### config.mk
export PLATFORM = sky130hd
export DESIGN_NAME = framebuf_writer
export DESIGN_NICKNAME = d
export VERILOG_FILES = /design/src/rtl/framebuf_writer_pkg.sv /design/src/rtl/fb_word_merge.sv /design/src/rtl/framebuf_writer.sv
export SDC_FILE = /design/constraint.sdc
export NUM_CORES = 1
export LEC_CHECK = 0
export BUFFER_PORTS_ARGS = -buffer_cell sky130_fd_sc_hd__buf_2
export CAP_MARGIN = 15
export CORE_ASPECT_RATIO = 0.8
export CORE_MARGIN = 5
export CORE_UTILIZATION = 45
export DETAILED_ROUTE_END_ITERATION = 7
export GPL_TIMING_DRIVEN = 0
export PLACE_DENSITY = 0.71
export SYNTH_ARGS = -nofsm -noshare
export SYNTH_HDL_FRONTEND = slang
export SYNTH_SLANG_ARGS = --single-unit
export TNS_END_PERCENT = 20
### constraint.sdc
create_clock -name clk -period 2.4 [get_ports clk]
set_input_delay 0.72 -clock clk [delete_from_list [all_inputs] [get_ports clk]]
set_output_delay 0.72 -clock clk [all_outputs]
set_load 0.01 [all_outputs]
### src/rtl/framebuf_writer_pkg.sv
// Shared constants, state encoding and addressing helpers for the framebuffer write master.
// The CLR_* states exist only when FB_CLEAR_EN is defined.
package framebuf_writer_pkg;

    localparam int FB_WIDTH  = 256;
    localparam int FB_HEIGHT = 192;
    localparam int FB_BYTES  = 49152;

    localparam logic [2:0] MIG_INSTR_WRITE = 3'b000;

    typedef enum logic [2:0] {
        S_IDLE    = 3'd0,
        S_ACCUM   = 3'd1,
        S_WR_DATA = 3'd2,
        S_WR_CMD  = 3'd3
`ifdef FB_CLEAR_EN
        ,
        S_CLR_DATA = 3'd4,
        S_CLR_CMD  = 3'd5
`endif
    } state_e;

    // Byte offset of a pixel from the frame base (row-major, one byte per pixel).
    function automatic logic [15:0] fb_offset(input logic [7:0] x, input logic [7:0] y);
        return (16'(y) * 16'(FB_WIDTH)) + 16'(x);
    endfunction

    // Write mask for a single byte lane: 0 marks the byte that gets written.
    function automatic logic [3:0] lane_mask(input logic [1:0] lane);
        return ~(4'b0001 << lane);
    endfunction

endpackage

### src/rtl/fb_word_merge.sv
// Pixel accumulator: holds one 32-bit word under construction with its byte mask and word address.
// Mask 4'hF means empty; mask 4'h0 means all four bytes are present.
module fb_word_merge (
    input  logic        clk,
    input  logic        rst_n,
    input  logic        load_i,
    input  logic        merge_i,
    input  logic        clear_i,
    input  logic [27:0] px_word_i,
    input  logic [1:0]  px_lane_i,
    input  logic [7:0]  px_rgb_i,
    output logic [31:0] acc_data_o,
    output logic [3:0]  acc_mask_o,
    output logic [27:0] acc_word_o,
    output logic        empty_o,
    output logic        full_o,
    output logic        same_word_o
);
    import framebuf_writer_pkg::*;

    logic [31:0] data_q;
    logic [3:0]  mask_q;
    logic [27:0] word_q;

    // Accumulator register: load starts a new word, merge overwrites one lane (later write wins).
    always_ff @(posedge clk or negedge rst_n) begin
        if (!rst_n) begin
            data_q <= 32'h0000_0000;
            mask_q <= 4'hF;
            word_q <= 28'h0;
        end else if (clear_i) begin
            data_q <= 32'h0000_0000;
            mask_q <= 4'hF;
        end else if (load_i) begin
            data_q <= 32'(px_rgb_i) << {px_lane_i, 3'b000};
            mask_q <= lane_mask(px_lane_i);
            word_q <= px_word_i;
        end else if (merge_i) begin
            data_q[{px_lane_i, 3'b000} +: 8] <= px_rgb_i;
            mask_q[px_lane_i]               <= 1'b0;
        end else begin
            data_q <= data_q;
        end
    end

    assign acc_data_o  = data_q;
    assign acc_mask_o  = mask_q;
    assign acc_word_o  = word_q;
    assign empty_o     = (mask_q == 4'hF);
    assign full_o      = (mask_q == 4'h0);
    assign same_word_o = (word_q == px_word_i);

endmodule

### src/rtl/framebuf_writer.sv
// MIG write-side master for the 256x192 8bpp framebuffer: merges same-word pixels into masked writes.
// Define FB_CLEAR_EN to build the hardware full-screen clear (clr_start/clr_rgb).
module framebuf_writer #(
    parameter logic [29:0] FB_BASE_ADDR  = 30'h0,
    parameter int          FLUSH_TIMEOUT = 15,
    parameter int          CLR_BURST     = 16
) (
    input  logic        clk,
    input  logic        rst_n,
    input  logic        px_valid,
    output logic        px_ready,
    input  logic [7:0]  px_x,
    input  logic [7:0]  px_y,
    input  logic [7:0]  px_rgb,
    input  logic        flush,
    input  logic        clr_start,
    input  logic [7:0]  clr_rgb,
    output logic        busy,
    output logic        px_dropped,
    output logic        err,
    output logic        mem_cmd_en,
    output logic [2:0]  mem_cmd_instr,
    output logic [5:0]  mem_cmd_bl,
    output logic [29:0] mem_cmd_byte_addr,
    input  logic        mem_cmd_full,
    input  logic        mem_cmd_empty,
    output logic        mem_wr_en,
    output logic [31:0] mem_wr_data,
    output logic [3:0]  mem_wr_mask,
    input  logic        mem_wr_full,
    input  logic        mem_wr_empty,
    input  logic [6:0]  mem_wr_count,
    input  logic        mem_wr_underrun,
    input  logic        mem_wr_error
);
    import framebuf_writer_pkg::*;

    state_e      state_q, state_d;
    logic [7:0]  cnt_q, cnt_d;
    logic [31:0] out_data_q, out_data_d;
    logic [3:0]  out_mask_q, out_mask_d;
    logic [27:0] out_word_q, out_word_d;
    logic        px_ready_q, busy_q, px_dropped_q, err_q;
    logic        clr_pend_q, clr_pend_d;

    logic        accept_s, in_range_s, drop_s, wr_en_s, cmd_en_s;
    logic        acc_load_s, acc_merge_s, acc_clear_s;
    logic [29:0] px_byte_s;
    logic [31:0] acc_data_s;
    logic [3:0]  acc_mask_s;
    logic [27:0] acc_word_s;
    logic        acc_empty_s, acc_full_s, acc_same_s;

    assign accept_s   = px_valid && px_ready_q;
    assign in_range_s = (px_y < 8'(FB_HEIGHT));
    assign drop_s     = accept_s && !in_range_s;
    assign px_byte_s  = FB_BASE_ADDR + 30'(fb_offset(px_x, px_y));

    fb_word_merge u_merge (
        .clk         (clk),
        .rst_n       (rst_n),
        .load_i      (acc_load_s),
        .merge_i     (acc_merge_s),
        .clear_i     (acc_clear_s),
        .px_word_i   (px_byte_s[29:2]),
        .px_lane_i   (px_x[1:0]),
        .px_rgb_i    (px_rgb),
        .acc_data_o  (acc_data_s),
        .acc_mask_o  (acc_mask_s),
        .acc_word_o  (acc_word_s),
        .empty_o     (acc_empty_s),
        .full_o      (acc_full_s),
        .same_word_o (acc_same_s)
    );

`ifdef FB_CLEAR_EN
    localparam logic [16:0] BURST_BYTES = 17'(CLR_BURST * 4);
    logic [7:0]  clr_rgb_q, clr_rgb_d;
    logic [5:0]  clr_beat_q, clr_beat_d;
    logic [15:0] clr_off_q, clr_off_d;

    // Clear bookkeeping: pending flag, latched colour, beat within burst, burst offset.
    always_ff @(posedge clk or negedge rst_n) begin
        if (!rst_n) begin
            clr_pend_q <= 1'b0;
            clr_rgb_q  <= 8'h00;
            clr_beat_q <= 6'd0;
            clr_off_q  <= 16'h0000;
        end else begin
            clr_pend_q <= clr_pend_d;
            clr_rgb_q  <= clr_rgb_d;
            clr_beat_q <= clr_beat_d;
            clr_off_q  <= clr_off_d;
        end
    end
`else
    logic unused_clr_s;
    assign clr_pend_q   = 1'b0;
    assign clr_pend_d   = 1'b0;
    assign unused_clr_s = ^{clr_start, clr_rgb};
`endif

    // Next-state, accumulator control and MIG strobes.
    always_comb begin
        state_d     = state_q;
        cnt_d       = cnt_q;
        out_data_d  = out_data_q;
        out_mask_d  = out_mask_q;
        out_word_d  = out_word_q;
        acc_load_s  = 1'b0;
        acc_merge_s = 1'b0;
        acc_clear_s = 1'b0;
        wr_en_s     = 1'b0;
        cmd_en_s    = 1'b0;
`ifdef FB_CLEAR_EN
        clr_rgb_d  = clr_rgb_q;
        clr_beat_d = clr_beat_q;
        clr_off_d  = clr_off_q;
        // Only the first clr_start of a clear counts; later ones while pending are ignored.
        if (clr_start && !clr_pend_q) begin
            clr_pend_d = 1'b1;
            clr_rgb_d  = clr_rgb;
        end else begin
            clr_pend_d = clr_pend_q;
        end
`endif
        case (state_q)
            S_IDLE: begin
                if (accept_s && in_range_s) begin
                    acc_load_s = 1'b1;
                    cnt_d      = 8'd0;
                    state_d    = S_ACCUM;
`ifdef FB_CLEAR_EN
                end else if (clr_pend_q) begin
                    state_d = S_CLR_DATA;
`endif
                end else begin
                    state_d = S_IDLE;
                end
            end
            S_ACCUM: begin
                if (accept_s && in_range_s) begin
                    cnt_d = 8'd0;
                    if (acc_same_s) begin
                        acc_merge_s = 1'b1;
                    end else begin
                        out_data_d = acc_data_s;
                        out_mask_d = acc_mask_s;
                        out_word_d = acc_word_s;
                        acc_load_s = 1'b1;
                        state_d    = S_WR_DATA;
                    end
                end else if (acc_full_s || flush || clr_pend_q || (cnt_q == 8'(FLUSH_TIMEOUT))) begin
                    out_data_d  = acc_data_s;
                    out_mask_d  = acc_mask_s;
                    out_word_d  = acc_word_s;
                    acc_clear_s = 1'b1;
                    state_d     = S_WR_DATA;
                end else begin
                    cnt_d = cnt_q + 8'd1;
                end
            end
            S_WR_DATA: begin
                wr_en_s = !mem_wr_full;
                if (!mem_wr_full) begin
                    state_d = S_WR_CMD;
                end else begin
                    state_d = S_WR_DATA;
                end
            end
            S_WR_CMD: begin
                cmd_en_s = !mem_cmd_full;
                if (mem_cmd_full) begin
                    state_d = S_WR_CMD;
                end else if (!acc_empty_s) begin
                    state_d = S_ACCUM;
`ifdef FB_CLEAR_EN
                end else if (clr_pend_q) begin
                    state_d = S_CLR_DATA;
`endif
                end else begin
                    state_d = S_IDLE;
                end
            end
`ifdef FB_CLEAR_EN
            S_CLR_DATA: begin
                wr_en_s = !mem_wr_full;
                if (mem_wr_full) begin
                    state_d = S_CLR_DATA;
                end else if (clr_beat_q == 6'(CLR_BURST - 1)) begin
                    clr_beat_d = 6'd0;
                    state_d    = S_CLR_CMD;
                end else begin
                    clr_beat_d = clr_beat_q + 6'd1;
                end
            end
            S_CLR_CMD: begin
                cmd_en_s = !mem_cmd_full;
                if (mem_cmd_full) begin
                    state_d = S_CLR_CMD;
                end else if ((17'(clr_off_q) + BURST_BYTES) >= 17'(FB_BYTES)) begin
                    clr_off_d  = 16'h0000;
                    clr_pend_d = 1'b0;
                    state_d    = S_IDLE;
                end else begin
                    clr_off_d = clr_off_q + 16'(CLR_BURST * 4);
                    state_d   = S_CLR_DATA;
                end
            end
`endif
            default: begin
                state_d = S_IDLE;
            end
        endcase
    end

    // Main state, timeout counter, outgoing word and registered status outputs.
    always_ff @(posedge clk or negedge rst_n) begin
        if (!rst_n) begin
            state_q      <= S_IDLE;
            cnt_q        <= 8'd0;
            out_data_q   <= 32'h0000_0000;
            out_mask_q   <= 4'h0;
            out_word_q   <= 28'h0;
            px_ready_q   <= 1'b1;
            busy_q       <= 1'b0;
            px_dropped_q <= 1'b0;
            err_q        <= 1'b0;
        end else begin
            state_q      <= state_d;
            cnt_q        <= cnt_d;
            out_data_q   <= out_data_d;
            out_mask_q   <= out_mask_d;
            out_word_q   <= out_word_d;
            px_ready_q   <= ((state_d == S_IDLE) || (state_d == S_ACCUM)) && !clr_pend_d;
            busy_q       <= (state_d != S_IDLE);
            px_dropped_q <= drop_s;
            err_q        <= err_q || mem_wr_underrun || mem_wr_error;
        end
    end

    assign px_ready      = px_ready_q;
    assign busy          = busy_q;
    assign px_dropped    = px_dropped_q;
    assign err           = err_q;
    assign mem_cmd_instr = MIG_INSTR_WRITE;
    assign mem_cmd_en    = cmd_en_s;
    assign mem_wr_en     = wr_en_s;

`ifdef FB_CLEAR_EN
    assign mem_wr_data       = (state_q == S_CLR_DATA) ? {4{clr_rgb_q}} : out_data_q;
    assign mem_wr_mask       = (state_q == S_CLR_DATA) ? 4'h0 : out_mask_q;
    assign mem_cmd_bl        = (state_q == S_CLR_CMD) ? 6'(CLR_BURST - 1) : 6'd0;
    assign mem_cmd_byte_addr = (state_q == S_CLR_CMD) ? (FB_BASE_ADDR + 30'(clr_off_q))
                                                      : {out_word_q, 2'b00};
`else
    assign mem_wr_data       = out_data_q;
    assign mem_wr_mask       = out_mask_q;
    assign mem_cmd_bl        = 6'd0;
    assign mem_cmd_byte_addr = {out_word_q, 2'b00};
`endif

    logic unused_status_s;
    assign unused_status_s = ^{mem_cmd_empty, mem_wr_empty, mem_wr_count, px_byte_s[1:0]};

endmodule

Word-level counts from Yosys, hierarchy flattened
Index checks and enable logic that the tools add are counted.
{ "op_classes": {"add_sub_neg": 3, "mul": 0, "div": 0, "order_cmp": 3, "eq_ne": 10, "n_shift": 4, "mux": 42, "bitwise_logic": 4, "n_reduce_logical": 22} }
{ "op_table": {"columns": ["cell", "count"], "rows": [
  ["$mux 32", 6],
  ["$mux 28", 3],
  ["$bwmux 32", 1],
  ["$shift 8x7->32 const A", 1],
  ["$shiftx 8x7->32", 1],
  ["$shl 8x5->32", 1],
  ["$mux 4", 6],
  ["$mux 8", 3],
  ["$add 16x8->16", 1],
  ["$pmux 8 s2", 1],
  ["$mux 1", 15],
  ["$eq 14x14->1", 1],
  ["$pmux 3 s4", 1],
  ["$mux 3", 3],
  ["$add 8x1->8 const B", 1],
  ["$eq 8x4->1 const B", 1],
  ["$lt 8x8->1 const B", 1],
  ["$not 4->4", 2],
  ["$neg 5->7", 1],
  ["$eq 3x1->1 const B", 2],
  ["$eq 3x2->1 const B", 2],
  ["$logic_not 3->1", 2],
  ["$reduce_and 3->1", 2],
  ["$reduce_bool 3->1", 2],
  ["17 further kinds", 28]
]} }
{ "word_totals": {"reg_bits": 129, "latch_bits": 0, "ram_bits": 0, "mem_bits_ro": 0, "word_cells": 100, "mem_count": 0} }

Longest topological paths before layout
{ "depth": {"word_depth": 9, "ltp_mapped": 7, "ltp_nobuf": 7} }

Cells and area by module
A second synthesis with hierarchy kept.
{ "hier_totals": {"hier_cells": 440, "area_unflattened_um2": 6371.1} }
{ "modules_own_cells": {"columns": ["module", "n_inst", "cells_each", "area_each_um2", "seq_area_each_um2"], "rows": [
  ["framebuf_writer", 1, 229, 3428.3, 1978.1],
  ["fb_word_merge", 1, 211, 2942.8, 1606.5]
]} }

Worst setup path after synthesis
Ideal clock, no wire load.
{ "synth_path": {"kind": "input-to-reg", "from": "in px_x[3]", "to": "reg u_merge.word_q[10], in the netlist u_merge.acc_word_o[10]", "setup_ns": 0.125, "arrival_time_ns": 2.198, "required_time_ns": 2.275, "slack_ns": 0.077, "stages": 7, "n_path_buf": 2, "cell_sequence": "xor2_1 > nor4_4 > nand4_4 > and2_4 > buf_8 > buf_12 > mux2_4"} }
{ "synth_via": {"elab_chain_len": 6} }
{ "synth_rtl": {"columns": ["item", "line_no", "source"], "rows": [
  ["start, declared", "framebuf_writer.sv:12", "input logic [7:0] px_x,"],
  ["$add 16x8->16 *", "framebuf_writer_pkg.sv:25", "return (16'(y) * 16'(FB_WIDTH)) + 16'(x);"],
  ["$eq 14x14->1", "fb_word_merge.sv:51", "assign same_word_o = (word_q == px_word_i);"],
  ["$mux 1", "framebuf_writer.sv:144", "if (acc_same_s) begin"],
  ["$mux 1", "framebuf_writer.sv:142", "if (accept_s && in_range_s) begin"],
  ["$pmux 1 s2", "framebuf_writer.sv:127", "case (state_q)"],
  ["$reduce_and 2->1 (no source line)", null, null],
  ["end signal, assigned", "fb_word_merge.sv:37", "word_q <= px_word_i;"],
  ["end, declared", "fb_word_merge.sv:23", "logic [27:0] word_q;"]
]} }
Mark *: on every way between the ends. The rest lies on a longest branch, timed or not.
A chain may end at the register's enable or synchronous reset.

Worst setup path after layout
{ "layout_path": {"from": "in px_x[3]", "to": "reg u_merge.data_q[29], in the netlist u_merge.acc_data_o[29]"} }
{ "layout_via": {"elab_chain_len": 7, "word_cells_on_any_way": 11} }
{ "layout_rtl": {"columns": ["item", "line_no", "source"], "rows": [
  ["$add 16x8->16 *", "framebuf_writer_pkg.sv:25", null],
  ["$eq 14x14->1 *", "fb_word_merge.sv:51", null],
  ["$mux 1", "framebuf_writer.sv:144", null],
  ["$mux 1", "framebuf_writer.sv:142", null],
  ["$pmux 1 s2", "framebuf_writer.sv:127", null],
  ["$mux 32", "fb_word_merge.sv:34", "end else if (load_i) begin"],
  ["$mux 32", "fb_word_merge.sv:31", "end else if (clear_i) begin"],
  ["end signal, assigned", "fb_word_merge.sv:35", "data_q <= 32'(px_rgb_i) << {px_lane_i, 3'b000};"],
  ["end signal, assigned by index", "fb_word_merge.sv:39", "data_q[{px_lane_i, 3'b000} +: 8] <= px_rgb_i;"],
  ["end signal, assigned", "fb_word_merge.sv:42", "data_q <= data_q;"],
  ["end, declared", "fb_word_merge.sv:21", "logic [31:0] data_q;"]
]} }
Marks and branches as above.

==> summary.md <==
| Metric | Value |
|---|---|
| Top delay family on crit path | `simple AND/OR/NAND/NOR gates` |
| Antenna viol nets, final | `0` |
| Switching power | `1850 uW` |
| Buf/Inv on CP | `2` |
| CP required | `2710 ps` |
| Multi-input logic area | `0.00235 sq mm` |
| Die X | `134 microns` |
| Tot GR Track Use | `16.5%` |
| Yosys reg bits | `115` |
| Hold_ws | `364 ps` |
| Vias in the first global route | `3,734` |
| Arrival time worst endpoint | `2530 ps` |
| Total power draw | `6830 uW` |
| CP Class | `in2reg` |
| Synth Flop Type | `dfrtp_1` |
| Synthesized cell area | `0.00550 sq mm` |
| Layout overhead on the synthesized area | `24.9%` |
| Clock Tree Buf Depth | `2` |
| FMAX | `450 MHz` |
| Pwr dens | `994 mW/mm^2` |
| Root buffer cell | `clkbuf_16` |
| M3 GR Usage | `5.35%` |
| Status | `finished clean` |
| DIE AREA | `0.0146 sq mm` |
| Ys Warns | `0` |
| Worst Tran Pin Value | `717 ps` |
| H-tree levels | `4` |
| Layout Nets | `600` |
| Commonest non-fill, non-tap cells in the layout | `110 x dfrtp_1, 87 x buf_2, 60 x mux2_4` |
| Slowest-stage cell, CP | `nor4_4` |
| Pins Over Slew Limit | `0` |
| Slew headroom | `52.2%` |
| CP Capture Type | `flip-flop` |
| Grt met1 use | `21.8%` |
| Max incr delay on CP | `400 ps` |
| Fillers | `978` |
| Clk pwr share | `37.8%` |
| Logic pwr share | `23.4%` |
| Power Internal | `4980 uW` |
| Remaining Overflow, GRT | `0` |
| Hold buffers post-CTS | `0` |
| Sequential share of power | `38.8%` |
| RePlAce Congestion | `0.779` |
| RSZ-0062 raised after global routing | `no` |
| FF+latch area | `0.00288 sq mm` |
| Non-Filler Instances | `710` |
| Commonest non-fill, non-tap cell in the layout | `dfrtp_1` |
| Peak supply drop | `0.449 mV` |
| CP Max Fanout | `10` |
| Via-to-Cell Ratio | `4.97` |
| Port Buffers | `87` |
| Max cap viols | `0` |
| Sequence of cells on the critical path | `buf_2, xor2_1, nor4_4, nand4_4, and2_4, buf_8, mux2i_4, o31ai_1` |
| Syn Area/Cell | `13.4 sq um` |
| Hold crit path type | `in2async` |
| Starting density of the core | `45.6%` |
| Core ar. | `0.0121 sq mm` |
| CP startpoint kind | `input port` |
| Die H | `109 microns` |
| Antenna violations before repair | `0` |
| Diodes inserted | `0` |
| Register clock-pin slew on the reported worst setup and hold paths | `50 ps` |
| Initial DRC count | `271` |
| DRT Pass-1 Iters | `4` |
| Placed Cells | `677` |
| Synth Instances | `412` |
| CTS Buf Count | `17` |
| Leak | `0.00333 uW` |
| Tcrit/Tclk final | `92.6%` |
| Grt met2 use | `26.1%` |
| Sequential share of the synthesized area | `52.4%` |
| DR vias | `3,529` |
| Final-report setup violation count | `0` |
| Sw Share | `27.1%` |
| Num Clock Sinks | `115` |
| Synth async-reset ratio | `100%` |
| Maximum number of pins on one net before global-route repair | `62` |
| Total Wirelength | `11,500 microns` |
| TritonCTS clock tree | `built` |
| Layout Skew | `8.79 ps` |
| IO Count | `131` |
| Final HPWL DP | `8340 microns` |
| Fin util | `56.9%` |
| Post-synth EDFFs | `0` |
| Post-synth cell types | `51` |
| Final Hold Vio Count | `0` |
| Busiest grt layer | `met2` |
| Post-DR wirelength/cell | `16.2 microns` |
| DRC viols | `0` |
| Share of cells above drive strength 1 | `43.0%` |
| First-pass GRT wire length | `18,800 microns` |
| Min Clock Period, post-route | `2220 ps` |
| Worst skew pair latency | `410 ps` |
| Row count | `36` |
-- final timing paths --
check / startpoint / end / slack [ps] / cells after the start
worst min register to register: err$_DFF_PN0_ / err$_DFF_PN0_ / 460 / 1
worst max register to register: u_merge.acc_word_o[1]$_DFFE_PN0P_ / u_merge.acc_data_o[29]$_DFFE_PN0P_ / 220 / 7
worst max-delay path: px_x[3] / u_merge.acc_data_o[29]$_DFFE_PN0P_ / 180 / 8
max in group asynchronous: rst_n / mem_wr_data[24]$_DFFE_PN0P_ / 1300 / 2
min in group clk: err$_DFF_PN0_ / err$_DFF_PN0_ / 460 / 1
worst min-delay path: rst_n / state_q[1]$_DFF_PN0_ / 360 / 1
-- stage by stage --
| stage | cell area, sq um | setup WS (ps) | TNS (ps) |
|---|---|---|---|
| after floorplan | 5600 | 77.2 | 0 |
| after global placement | 6220 | -693 | -95930 |
| after detailed placement | 6250 | -272 | -23140 |
| after CTS | 6870 | 89.6 | 0 |
| after global routing | 6870 | 25.6 | 0 |
| final | 6870 | 177 | 0 |
-- cells in the mapped netlist (all sizes together), types with 5 or more instances --
cell   number  area (sq um)
dfstp       5           131
buf        35           343
xor2       17           149
nand3      13          65.1
mux2       64           946
nand2      46           173
nor2       12          45.0
nand4       7          58.8
o21ai      29           145
a21oi       6          30.0
dfrtp     110          2750
o31ai       8          60.1
ha          5          62.6
-- sequential cells by signal, indices dropped and copies added (netlist names) --
name / count
err: 1
px_dropped: 1
mem_wr_mask: 4
busy: 1
out_word_q: 14
u_merge.acc_mask_o: 4
cnt_q: 8
u_merge.acc_data_o: 32
u_merge.acc_word_o: 14
mem_wr_data: 32
px_ready: 1
state_q: 3
-- power by group through the flow --
stage,Combinational (uW),Sequential [uW],Clock (uW)
4_1_cts,1620,2650,2630
3_5_place_dp,1600,2680,0
3_3_place_gp,1570,2660,0
2_1_floorplan,989,2740,0
5_1_grt,1720,2710,2720
6_report,1590,2650,2580
-- repair_timing --
item | in CTS | in global routing
buffers inserted | 1 | 0
gates resized for setup | 0 | 1
setup endpoints to repair | 45 | 16
pin swaps | 1 | 0
-- routing by layer --
metal / share of wire, % / wire length (microns)
met1: 47 / 5360
met3: 5.4 / 619
met5: 0 / 0
met4: 0.75 / 86
met2: 47 / 5430
-- cells by family (layout without fill, tap and decap cells) --
kind of cell | count (synthesis) | in the layout | synth area share (%)
fa+ha+maj | 5 | 5 | 1.14
compound gates | 62 | 62 | 8.37
buf+inv | 42 | 163 | 6.71
xor+xnor | 17 | 17 | 2.71
other cells | 1 | 26 | 0.0682
flops | 115 | 115 | 52.4
simple gates | 103 | 103 | 10.4
mux | 67 | 67 | 18.2
-- final cells by class --
class | instances | share of cell area, %
Sequential cell | 115 | 42.0
Multi-Input combinational cell | 280 | 34.1
Timing Repair Buffer | 89 | 6.88
Clock buffer | 21 | 6.55
Buffer | 38 | 5.15
Tap cell | 152 | 2.77
Clock inverter | 11 | 2.31
Inverter | 4 | 0.218
Power figures use the tool's default switching activity.
